`config.mk`:
```
export PLATFORM = sky130hd
export DESIGN_NAME = i2s_rx_deserializer
export DESIGN_NICKNAME = d
export VERILOG_FILES = /design/src/rtl/i2s_rx_pkg.sv /design/src/rtl/i2s_rx_sync.sv /design/src/rtl/i2s_rx_deserializer.sv
export SDC_FILE = /design/constraint.sdc
export NUM_CORES = 1
export LEC_CHECK = 0
export ABC_CLOCK_PERIOD_IN_PS = 2650
export CORE_AREA = 2 2 93 113
export DETAILED_ROUTE_END_ITERATION = 10
export DIE_AREA = 0 0 95 115
export PLACE_DENSITY_LB_ADDON = 0.08
export SYNTH_ARGS = -nofsm -noshare
export SYNTH_HDL_FRONTEND = slang
export SYNTH_SLANG_ARGS = --single-unit
```
`constraint.sdc`:
```
create_clock -name m00_axis_aclk -period 2.65 [get_ports m00_axis_aclk]
set_input_delay 0.53 -clock m00_axis_aclk [delete_from_list [all_inputs] [get_ports m00_axis_aclk]]
set_output_delay 0.53 -clock m00_axis_aclk [all_outputs]
set_load 0.02 [all_outputs]
```
`src/rtl/i2s_rx_pkg.sv`:
```
// ---------------------------------------------------------------------------
// i2s_rx_pkg
// Shared types and constants for the I2S receive deserialiser.
//   state_e     : capture FSM states (SYNC, SHIFT, DONE)
//   CHAN_LEFT   : lrclk level of the left slot (also tlast value of left beats)
//   CHAN_RIGHT  : lrclk level of the right slot
//   AXIS_WIDTH  : output stream width, fixed at 32
//   TSTRB_ALL   : tstrb value, every byte of every beat is valid
// ---------------------------------------------------------------------------
package i2s_rx_pkg;

    typedef enum logic [1:0] {
        SYNC  = 2'd0,
        SHIFT = 2'd1,
        DONE  = 2'd2
    } state_e;

    localparam logic       CHAN_LEFT  = 1'b0;
    localparam logic       CHAN_RIGHT = 1'b1;
    localparam int         AXIS_WIDTH = 32;
    localparam logic [3:0] TSTRB_ALL  = 4'hF;

endpackage

```
`src/rtl/i2s_rx_sync.sv`:
```
// ---------------------------------------------------------------------------
// i2s_rx_sync
// Brings the three asynchronous I2S pins into the AXIS clock domain and
// detects bit-clock rising edges.
//   clk_i        : AXIS clock
//   rst_ni       : synchronous active-low reset
//   bclk_i       : raw I2S bit clock pin
//   lrclk_i      : raw I2S word select pin
//   sdata_i      : raw I2S serial data pin
//   bclk_rise_o  : one-cycle pulse, synchronised bclk went 0 -> 1
//   lrclk_s_o    : synchronised word select
//   sdata_s_o    : synchronised serial data
// All three pins see the same two-stage delay, so lrclk_s_o/sdata_s_o are
// aligned with bclk_rise_o exactly as they were at the pins.
// ---------------------------------------------------------------------------
module i2s_rx_sync
    import i2s_rx_pkg::*;
(
    input  logic clk_i,
    input  logic rst_ni,
    input  logic bclk_i,
    input  logic lrclk_i,
    input  logic sdata_i,
    output logic bclk_rise_o,
    output logic lrclk_s_o,
    output logic sdata_s_o
);

    logic [1:0] bclk_ff_q;
    logic [1:0] lrclk_ff_q;
    logic [1:0] sdata_ff_q;
    logic       bclk_prev_q;

    always_ff @(posedge clk_i) begin
        if (!rst_ni) begin
            bclk_ff_q   <= '0;
            lrclk_ff_q  <= '0;
            sdata_ff_q  <= '0;
            bclk_prev_q <= 1'b0;
        end else begin
            bclk_ff_q   <= {bclk_ff_q[0], bclk_i};
            lrclk_ff_q  <= {lrclk_ff_q[0], lrclk_i};
            sdata_ff_q  <= {sdata_ff_q[0], sdata_i};
            bclk_prev_q <= bclk_ff_q[1];
        end
    end

    assign bclk_rise_o = bclk_ff_q[1] & ~bclk_prev_q;
    assign lrclk_s_o   = lrclk_ff_q[1];
    assign sdata_s_o   = sdata_ff_q[1];

endmodule

```
`src/rtl/i2s_rx_deserializer.sv`:
```
// ---------------------------------------------------------------------------
// i2s_rx_deserializer
// I2S receiver: oversamples bclk/lrclk/sdata in the AXIS clock domain,
// captures DATA_BITS per slot MSB-first (standard one-bit I2S delay) and
// emits sign-extended 32-bit samples as an AXI-Stream master. A stereo pair
// is a two-beat packet: left beat tlast=0, right beat tlast=1.
//
// Ports
//   m00_axis_aclk     : sole clock
//   m00_axis_aresetn  : synchronous active-low reset
//   enable            : capture enable; low returns the FSM to SYNC
//   bclk/lrclk/sdata  : asynchronous I2S pins (bclk <= aclk/4)
//   m00_axis_t*       : AXI-Stream master (tstrb constant all-ones)
//   overflow          : sticky, a completed word was dropped on a full FIFO
//   drop_count        : saturating dropped-word count
//
// Build option
//   I2S_RX_STATS_EN   : when defined, drop_count is a 16-bit saturating
//                       counter; otherwise drop_count is tied to zero.
//
// FSM states
//   state | meaning
//   SYNC  | waiting for an lrclk transition to frame a slot
//   SHIFT | capturing slot bits 1..DATA_BITS into the shift register
//   DONE  | word captured, ignoring the rest of the slot
// ---------------------------------------------------------------------------
module i2s_rx_deserializer
    import i2s_rx_pkg::*;
#(
    parameter int DATA_BITS              = 24,
    parameter int FIFO_DEPTH             = 2,
    parameter int C_M00_AXIS_TDATA_WIDTH = 32
) (
    input  logic                              m00_axis_aclk,
    input  logic                              m00_axis_aresetn,
    input  logic                              enable,
    input  logic                              bclk,
    input  logic                              lrclk,
    input  logic                              sdata,
    output logic [C_M00_AXIS_TDATA_WIDTH-1:0] m00_axis_tdata,
    output logic [3:0]                        m00_axis_tstrb,
    output logic                              m00_axis_tlast,
    output logic                              m00_axis_tvalid,
    input  logic                              m00_axis_tready,
    output logic                              overflow,
    output logic [15:0]                       drop_count
);

    localparam int                CNT_W    = $clog2(DATA_BITS + 1);
    localparam logic [CNT_W-1:0]  LAST_CNT = CNT_W'(DATA_BITS - 1);
    localparam int                PTR_W    = $clog2(FIFO_DEPTH);
    localparam logic [PTR_W:0]    PTR_ONE  = (PTR_W + 1)'(1);

    // ------------------------------------------------------------------
    // Pin conditioning
    // ------------------------------------------------------------------
    logic bclk_rise;
    logic lrclk_s;
    logic sdata_s;

    i2s_rx_sync u_sync (
        .clk_i       (m00_axis_aclk),
        .rst_ni      (m00_axis_aresetn),
        .bclk_i      (bclk),
        .lrclk_i     (lrclk),
        .sdata_i     (sdata),
        .bclk_rise_o (bclk_rise),
        .lrclk_s_o   (lrclk_s),
        .sdata_s_o   (sdata_s)
    );

    // ------------------------------------------------------------------
    // Capture FSM
    // ------------------------------------------------------------------
    state_e                 state_q;
    logic [CNT_W-1:0]       cnt_q;
    logic                   chan_q;
    logic [DATA_BITS-1:0]   shift_q;
    logic [DATA_BITS-1:0]   shift_next;
    logic                   aligned_q;
    logic                   lr_prev_q;
    logic                   lr_prev_vld_q;
    logic                   lr_change;
    logic                   push_q;
    logic [AXIS_WIDTH:0]    push_word_q;   // {tlast, tdata}

    // The first rise after reset only primes lr_prev_q; a level seen once
    // is not a transition.
    assign lr_change  = bclk_rise & lr_prev_vld_q & (lrclk_s != lr_prev_q);
    assign shift_next = {shift_q[DATA_BITS-2:0], sdata_s};

    always_ff @(posedge m00_axis_aclk) begin
        if (!m00_axis_aresetn) begin
            state_q       <= SYNC;
            cnt_q         <= '0;
            chan_q        <= CHAN_LEFT;
            shift_q       <= '0;
            aligned_q     <= 1'b0;
            lr_prev_q     <= 1'b0;
            lr_prev_vld_q <= 1'b0;
            push_q        <= 1'b0;
            push_word_q   <= '0;
        end else begin
            push_q <= 1'b0;

            // Word-select history keeps tracking while disabled so that a
            // re-enable frames on the very next real transition.
            if (bclk_rise) begin
                lr_prev_q     <= lrclk_s;
                lr_prev_vld_q <= 1'b1;
            end

            if (!enable) begin
                state_q   <= SYNC;
                aligned_q <= 1'b0;
            end else if (bclk_rise) begin
                unique case (state_q)
                    SYNC: begin
                        if (lr_change) begin
                            cnt_q   <= '0;
                            chan_q  <= lrclk_s;
                            state_q <= SHIFT;
                        end
                    end
                    SHIFT: begin
                        cnt_q   <= cnt_q + CNT_W'(1);
                        shift_q <= shift_next;
                        if (cnt_q == LAST_CNT) begin
                            // Right words are held back until a left word
                            // has opened the pair.
                            if (chan_q == CHAN_LEFT || aligned_q) begin
                                push_q      <= 1'b1;
                                push_word_q <= {chan_q, AXIS_WIDTH'($signed(shift_next))};
                            end
                            if (chan_q == CHAN_LEFT) begin
                                aligned_q <= 1'b1;
                            end
                            state_q <= DONE;
                        end
                        // A transition on the LSB rise (slot exactly
                        // DATA_BITS wide) keeps the word above; earlier
                        // transitions discard the partial word.
                        if (lr_change) begin
                            cnt_q   <= '0;
                            chan_q  <= lrclk_s;
                            state_q <= SHIFT;
                        end
                    end
                    DONE: begin
                        if (lr_change) begin
                            cnt_q   <= '0;
                            chan_q  <= lrclk_s;
                            state_q <= SHIFT;
                        end
                    end
                    default: state_q <= SYNC;
                endcase
            end
        end
    end

    // ------------------------------------------------------------------
    // Output FIFO
    // ------------------------------------------------------------------
    logic [AXIS_WIDTH:0] fifo_mem_q [FIFO_DEPTH];
    logic [AXIS_WIDTH:0] fifo_head;
    logic [PTR_W:0]      wr_ptr_q, wr_ptr_d;
    logic [PTR_W:0]      rd_ptr_q, rd_ptr_d;
    logic                overflow_q, overflow_d;
    logic                fifo_empty;
    logic                fifo_full;
    logic                fifo_pop;
    logic                fifo_push;
    logic                fifo_drop;

    assign fifo_empty = (wr_ptr_q == rd_ptr_q);
    assign fifo_full  = (wr_ptr_q[PTR_W-1:0] == rd_ptr_q[PTR_W-1:0]) &&
                        (wr_ptr_q[PTR_W] != rd_ptr_q[PTR_W]);
    assign fifo_pop   = !fifo_empty && m00_axis_tready;
    // A pop in the same cycle frees the slot even when full.
    assign fifo_push  = push_q && (!fifo_full || fifo_pop);
    assign fifo_drop  = push_q && fifo_full && !fifo_pop;
    assign fifo_head  = fifo_mem_q[rd_ptr_q[PTR_W-1:0]];

    always_comb begin
        wr_ptr_d   = wr_ptr_q;
        rd_ptr_d   = rd_ptr_q;
        overflow_d = overflow_q;
        if (fifo_pop) begin
            rd_ptr_d = rd_ptr_q + PTR_ONE;
        end
        if (fifo_push) begin
            wr_ptr_d = wr_ptr_q + PTR_ONE;
        end
        if (fifo_drop) begin
            overflow_d = 1'b1;
        end
    end

    always_ff @(posedge m00_axis_aclk) begin
        if (!m00_axis_aresetn) begin
            wr_ptr_q   <= '0;
            rd_ptr_q   <= '0;
            overflow_q <= 1'b0;
        end else begin
            wr_ptr_q   <= wr_ptr_d;
            rd_ptr_q   <= rd_ptr_d;
            overflow_q <= overflow_d;
        end
    end

    // Storage needs no reset: outputs are masked while the FIFO is empty.
    always_ff @(posedge m00_axis_aclk) begin
        if (fifo_push) begin
            fifo_mem_q[wr_ptr_q[PTR_W-1:0]] <= push_word_q;
        end
    end

    assign m00_axis_tvalid = !fifo_empty;
    assign m00_axis_tdata  = fifo_empty ? '0   : fifo_head[AXIS_WIDTH-1:0];
    assign m00_axis_tlast  = fifo_empty ? 1'b0 : fifo_head[AXIS_WIDTH];
    assign m00_axis_tstrb  = TSTRB_ALL;
    assign overflow        = overflow_q;

    // ------------------------------------------------------------------
    // Drop statistics
    // ------------------------------------------------------------------
`ifdef I2S_RX_STATS_EN
    logic [15:0] drop_cnt_q, drop_cnt_d;

    always_comb begin
        drop_cnt_d = drop_cnt_q;
        if (fifo_drop && (drop_cnt_q != 16'hFFFF)) begin
            drop_cnt_d = drop_cnt_q + 16'd1;
        end
    end

    always_ff @(posedge m00_axis_aclk) begin
        if (!m00_axis_aresetn) begin
            drop_cnt_q <= '0;
        end else begin
            drop_cnt_q <= drop_cnt_d;
        end
    end

    assign drop_count = drop_cnt_q;
`else
    assign drop_count = 16'd0;
`endif

endmodule
```
==> run_results.csv, run 1 <==
group,metric,value,unit
place,place_ws,0.2913,ns
pwr,sw_frac_of_total,19.31,%
yosys,ys_seq_area_share,61.06,%
yosys,synth_top_family_by_area,"simple AND/OR/NAND/NOR gates",
clock_tree,cts_max_path_buffers,2,
pwr,intPower,3.508,mW
worst_setup_path,slowest_stage,"clkdlybuf4s50_1",
yosys,yosysTopAreaCell,"edfxtp_1",
die,initial_core_util,49.21,%
yosys,yosys.area_share.adder,0.2579,%
yosys,synth_seq_cells,123,
yosys,yosys-mux-area-fraction,10.31,%
worst_setup_path,criticalPathCategory,"reg2out",
worst_setup_path,cp-start-kind,"flip-flop",
die,die-area,10930,sq um
worst_setup_path,timing.rr.end,"push_word_q[19]",
timing,worst_pin_slew,0.6551,ns
timing,layout_setup_ws,0.1028,ns
yosys,syn_area,4852,sq um
pwr,pwr_density_cell,729.4,nW/um^2
global_route,track_usage,16.48,%
finish,final_layout_size_suffix_gt1_share,11.27,%
worst_setup_path,critPathMaxFanout,20,
yosys,async_reset_ff_share,0,%
worst_setup_path,end_kind,"output port",
yosys,synth_edf_count,50,
finish,regArea,2967,sq um
finish,area_growth,22.82,%
worst_setup_path,ff2ff_setup_slack,0.76,ns
place,place_hpwl,4792,microns
clock_tree,numCtsBuffers,17,
flow_run,maxCapViolations,0,
worst_setup_path,reg2reg_depth,6,
yosys,synth_compound_area_share,6.163,%
yosys,synthTopCellsByArea,"edfxtp_1, dfxtp_1, mux2i_1",
detailed_routing,vias_per_cell,4.909,
pwr,seqPwrFrac,45.2,%
worst_setup_path,worstPathArrival,2.02,ns
timing,hold_violations,0,
global_route,antenna_found_initial,0,
yosys,ys_top_cells_by_count,"dfxtp_1, nor2_1, nand2_1",
finish,multi_input_comb_area,1620,sq um
finish,nFillCells,816,
detailed_routing,wirelength,8206,microns
die,rows,40,
yosys,synth_cell_types,37,
finish,fin_util,60.44,%
detailed_routing,drc,0,
finish,nets,483,
clock_tree,cts_tree,"done",
detailed_routing,postRouteAntennaNets,0,
worst_setup_path,path_cells,"xor2_2, nor2_4, buf_6, nor2_1, clkdlybuf4s50_1",
yosys,synthDominantCellAreaShare,30.94,%
global_route,grt_pass1_wl,13430,microns
yosys,yosys_warnings,0,
timing,period_needed,2.547,ns
timing,drv_slew,0,
worst_setup_path,endpoint,"m00_axis_tdata[9]",
clock_tree,postCtsHoldBufs,0,
timing,grt_setup_unrepaired,"false",
clock_tree,h-tree-depth,4,
global_route,grt_pass1_vias,2808,
pwr,p_leak,2.269,nW
timing,slew_headroom,56.30,%
global_route,grt_max_degree,56,
clock_tree,clk_pin_slew,0.05,ns
yosys,synth_simple_gate_area_share,12.61,%
die,die-width,95,microns
yosys,syn_area_per_cell,11.18,sq um
detailed_routing,first_pass_iters,4,
timing,clock.fmax,0.3926,GHz
yosys,synth-xor-area-share,1.625,%
pwr,total_power,4.347,mW
yosys,yosysMostFrequentCell,"dfxtp_1",
finish,num_antenna_cells,0,
worst_setup_path,max_stage_delay,0.60,ns
timing,final.setup_skew,0.005932,ns
outcome,status,"finished clean",
detailed_routing,drtIter0Drc,144,
yosys,synthCells,434,
place,globalplace.congestion,0.8143,
global_route,overflow,0,
clock_tree,cts_sinks,123,
worst_setup_path,setup.worst_path.start,"rd_ptr_q[1]",
place,portBuffers,41,
timing,setup_tns,0,ns
detailed_routing,dr_total_vias,3014,
yosys,yosys_most_used_dff,"dfxtp_1",
pwr,p_comb_share,1.6,%
timing,fin_crit_sh,96.12,%
clock_tree,clk_root_buffer_cell,"clkbuf_16",
clock_tree,clock_latency,0.40,ns
pwr,clockPowerShare,53.2,%
worst_setup_path,r2r-start,"cnt_q[0]",
worst_setup_path,cp.required,2.12,ns
pwr,p_switching,0.8392,mW
die,io_pins,62,
detailed_routing,routedWlPerCell,13.36,microns
hold_path,hp-class,"reg2reg",
die,die_h,115,microns
die,fp.coreArea,9859,sq um
pwr,vdd_ir_drop_max,0.4981,mV
timing,setup_violations,0,
-- timing repair --
action                     in CTS  in global routing
pin swaps                       1                  1
resized for setup               4                  8
cloned                          1                  0
setup endpoints to repair      30                 29
buffers inserted                0                  1
-- critical path: cells and delay by family (launching register included) --
kind | cells | cell delay, ns
buffers and inverters | 2 | 0.77
DFF | 1 | 0.42
xor gates and xnor gates | 1 | 0.22
and+or+nand+nor | 2 | 0.19
-- worst min path at each step --
stage                          from              endpoint  slack (ns)  cells after the start
2_1_floorplan   u_sync.bclk_ff_q[0]   u_sync.bclk_ff_q[1]        0.41                      1
3_3_place_gp   u_sync.sdata_ff_q[0]  u_sync.sdata_ff_q[1]        0.41                      1
3_5_place_dp   u_sync.sdata_ff_q[0]  u_sync.sdata_ff_q[1]        0.42                      1
4_1_cts        u_sync.sdata_ff_q[0]  u_sync.sdata_ff_q[1]        0.43                      1
5_1_grt        u_sync.lrclk_ff_q[0]  u_sync.lrclk_ff_q[1]        0.44                      1
6_report        u_sync.bclk_ff_q[0]   u_sync.bclk_ff_q[1]        0.43                      1
-- cells in the final DEF (no fill, tap or decap), drive strengths merged, types with 10 or more instances in the layout --
master	n
mux2i	50
dfxtp	73
clkdlybuf4s50	36
clkbuf	24
nand2	58
buf	10
a21oi	29
nor2	62
edfxtp	50
conb	20
-- layer usage --
layer,global-route usage (%),share of wire (%),vias to the layer above
li1,-,-,1513
met1,18.64,44,1424
met2,27.94,50,64
met3,5.242,3.6,13
met4,8.213,1.7,0
met5,0,0,-
-- power by group through the flow --
stage | Sequential (mW) | Clock [mW] | Combinational (mW)
floorplan | 2.00 | 0 | 0.0716
global placement | 2.00 | 0 | 0.0678
detailed placement | 2.00 | 0 | 0.0678
CTS | 1.96 | 2.35 | 0.0679
global route | 1.96 | 2.45 | 0.0760
finish | 1.96 | 2.31 | 0.0681
-- cells by family (layout without fill, tap and decap cells) --
family	Yosys count	after routing
AO/OA/AOI/OAI	50	50
XOR/XNOR	9	9
adder cells (fa/ha/maj)	1	1
buffers and inverters	55	91
flip-flops	123	123
multiplexers	50	50
other	2	20
AND/OR/NAND/NOR	144	144
-- stage by stage --
step | cells | hold WS, ns | area [sq um]
2_1_floorplan | 452 | 0.4119 | 4920
3_3_place_gp | 580 | 0.4137 | 5263
3_5_place_dp | 580 | 0.4209 | 5263
4_1_cts | 613 | 0.4334 | 5927
5_1_grt | 614 | 0.4432 | 5959
6_report | 614 | 0.4339 | 5959
-- cell type report --
class / instances / share of cell area, %
flip-flops and latches: 123 / 49.78
multi-input cells: 274 / 27.19
repair buffers: 52 / 9.532
clock buffers: 24 / 9.154
well taps: 126 / 2.645
clock inverters: 8 / 1.260
inverters: 7 / 0.4409
-- sequential cells by signal, indices dropped and copies added (netlist names), named ones only --
register,flops
u_sync.sdata_ff_q,2
wr_ptr_q,2
push_q,1
fifo_mem_q,50
u_sync.lrclk_ff_q,2
rd_ptr_q,2
shift_q,23
u_sync.bclk_ff_q,2
lr_prev_vld_q,1
chan_q,1
lr_prev_q,1
cnt_q,5
u_sync.bclk_prev_q,1
overflow,1
aligned_q,1
push_word_q,25
state_q,2
Note: power is estimated with default switching activity, not from simulation.
==> run 2: changes to the inputs <==
SKIP_CTS_REPAIR_TIMING = 1   (was default)
==> run_results.csv, run 2 (synthesis results as in run 1) <==
group,metric,value,unit
timing,slew_headroom,56.06,%
detailed_routing,vias_per_cell,4.893,
global_route,grt_pass1_wl,13120,microns
global_route,overflow,0,
worst_setup_path,ff2ff_setup_slack,0.76,ns
die,die-area,10930,sq um
outcome,status,"finished clean",
finish,stdcell_count,614,
detailed_routing,dr_total_vias,3004,
place,placed_area,5263,sq um
global_route,grt_pass1_vias,2778,
timing,clock.fmax,0.3929,GHz
timing,setup_violations,0,
finish,num_antenna_cells,0,
worst_setup_path,worstPathArrival,2.02,ns
die,io_pins,62,
global_route,grtUsageMet3,5.242,%
die,fp.coreArea,9859,sq um
worst_setup_path,slowest_stage,"clkdlybuf4s50_1",
place,globalplace.congestion,0.8143,
detailed_routing,drc,0,
hold_path,holdPathStages,1,
finish,area_growth,23.36,%
finish,fin_util,60.71,%
worst_setup_path,criticalPathCategory,"reg2out",
timing,drv_slew,0,
worst_setup_path,end_kind,"output port",
timing,worst_pin_slew,0.6588,ns
worst_setup_path,reg2reg_depth,6,
global_route,grt-busiest-layer,"met2",
place,place_ws,0.2913,ns
flow_run,maxCapViolations,0,
clock_tree,clk_pin_slew,0.05,ns
worst_setup_path,max_stage_delay,0.55,ns
pwr,p_leak,2.504,nW
clock_tree,numCtsBuffers,17,
die,initial_core_util,49.21,%
detailed_routing,routedWlPerCell,13.34,microns
worst_setup_path,cp-start-kind,"flip-flop",
timing,period_needed,2.545,ns
worst_setup_path,timing.rr.end,"push_word_q[31]",
timing,hold_violations,0,
global_route,grt_max_degree,56,
detailed_routing,postRouteAntennaNets,0,
worst_setup_path,r2r-start,"cnt_q[0]",
detailed_routing,drtIter0Drc,129,
worst_setup_path,cp.required,2.12,ns
die,die-width,95,microns
pwr,vdd_ir_drop_max,0.4911,mV
worst_setup_path,critPathMaxFanout,12,
clock_tree,cts_tree,"done",
finish,final_layout_size_suffix_gt1_share,11.27,%
finish,nets,483,
place,dp.cells,580,
die,die_h,115,microns
clock_tree,clock_latency,0.40,ns
detailed_routing,wirelength,8189,microns
timing,fin_crit_sh,96.05,%
timing,setup_tns,0,ns
detailed_routing,first_pass_iters,4,
pwr,pwr_density_cell,726.4,nW/um^2
finish,stdcell_area,5986,sq um
finish,largest_reg_flops,50,
hold_path,hold_start,"u_sync.bclk_ff_q[0]",
timing,layout_setup_ws,0.1047,ns
global_route,grtUsageMet1,17.86,%
finish,final_common_cell,"dfxtp_1",
place,place_hpwl,4792,microns
clock_tree,h-tree-depth,4,
clock_tree,cts_sinks,123,
finish,nFillCells,814,
global_route,track_usage,16.02,%
worst_setup_path,path_cells,"buf_12, mux2i_1, nor2_1, buf_4, clkdlybuf4s50_1",
hold_path,hp-class,"reg2reg",
global_route,met2_usage,27.23,%
clock_tree,clk_root_buffer_cell,"clkbuf_16",
global_route,antenna_found_initial,0,
timing,grt_setup_unrepaired,"false",
die,rows,40,
hold_path,hold_end,"u_sync.bclk_ff_q[1]",
clock_tree,cts_max_path_buffers,2,
finish,layout_common_cells,"dfxtp_1, nor2_1, nand2_1",
place,portBuffers,41,
timing,final.setup_skew,0.008377,ns
-- run 2: cell types whose count changed in the layout (fill, tap and decap cells not counted), sizes merged --
cell           change
clkbuf             +1
clkdlybuf4s50     -12
bufbuf             -1
dlymetal6s2s      +13
dlygate4sd2        -1
-- run 2: layer usage --
layer  vias to the layer above  share of wire (%)
li1                       1514                  -
met1                      1411                 43
met2                        71                 52
met3                         8                3.7
met4                         0                1.1
met5                         -                  0
-- run 2: per-stage QoR --
stage                     hold WS [ns]  power [mW]
after global routing            0.4432       4.487
after global placement          0.4137       2.072
after floorplan                 0.4119       2.075
final                           0.4338       4.348
after detailed placement        0.4209       2.072
after CTS                       0.4334       4.379
-- run 2: layout make-up --
cell class	count	area (sq um)	share of cell area [%]
Sequential cell	123	2967	49.56
Clock inverter	8	75.07	1.254
Inverter	7	26.28	0.4390
Timing Repair Buffer	52	594.3	9.929
Multi-Input combinational cell	274	1620	27.07
Tap cell	126	157.7	2.634
Clock buffer	24	545.5	9.114
-- run 2: worst max-delay path by stage --
stage | startpoint | endpoint | slack (ns) | cells past startpoint
floorplan | m00_axis_tready | fifo_mem_q[1][0] | 0.17 | 2
global placement | wr_ptr_q[1] | m00_axis_tdata[7] | 0.35 | 5
detailed placement | rd_ptr_q[1] | m00_axis_tdata[4] | 0.29 | 5
CTS | rd_ptr_q[1] | m00_axis_tdata[4] | -0.15 | 5
global route | flip-flop | m00_axis_tdata[25] | 0.008 | 5
finish | flip-flop | m00_axis_tdata[25] | 0.10 | 5
-- run 2: power breakdown --
group | switching (mW) | total [mW] | internal [mW]
sequential | 0.00349 | 1.96 | 1.96
clock | 0.784 | 2.32 | 1.53
combinational | 0.0518 | 0.0682 | 0.0164
-- run 2: worst max-delay path: cells and delay by family, from the launching register on --
family | cells | cell delay, ns
buffers and inverters | 3 | 0.90
flip-flops | 1 | 0.43
multiplexers | 1 | 0.23
AND/OR/NAND/NOR | 1 | 0.06
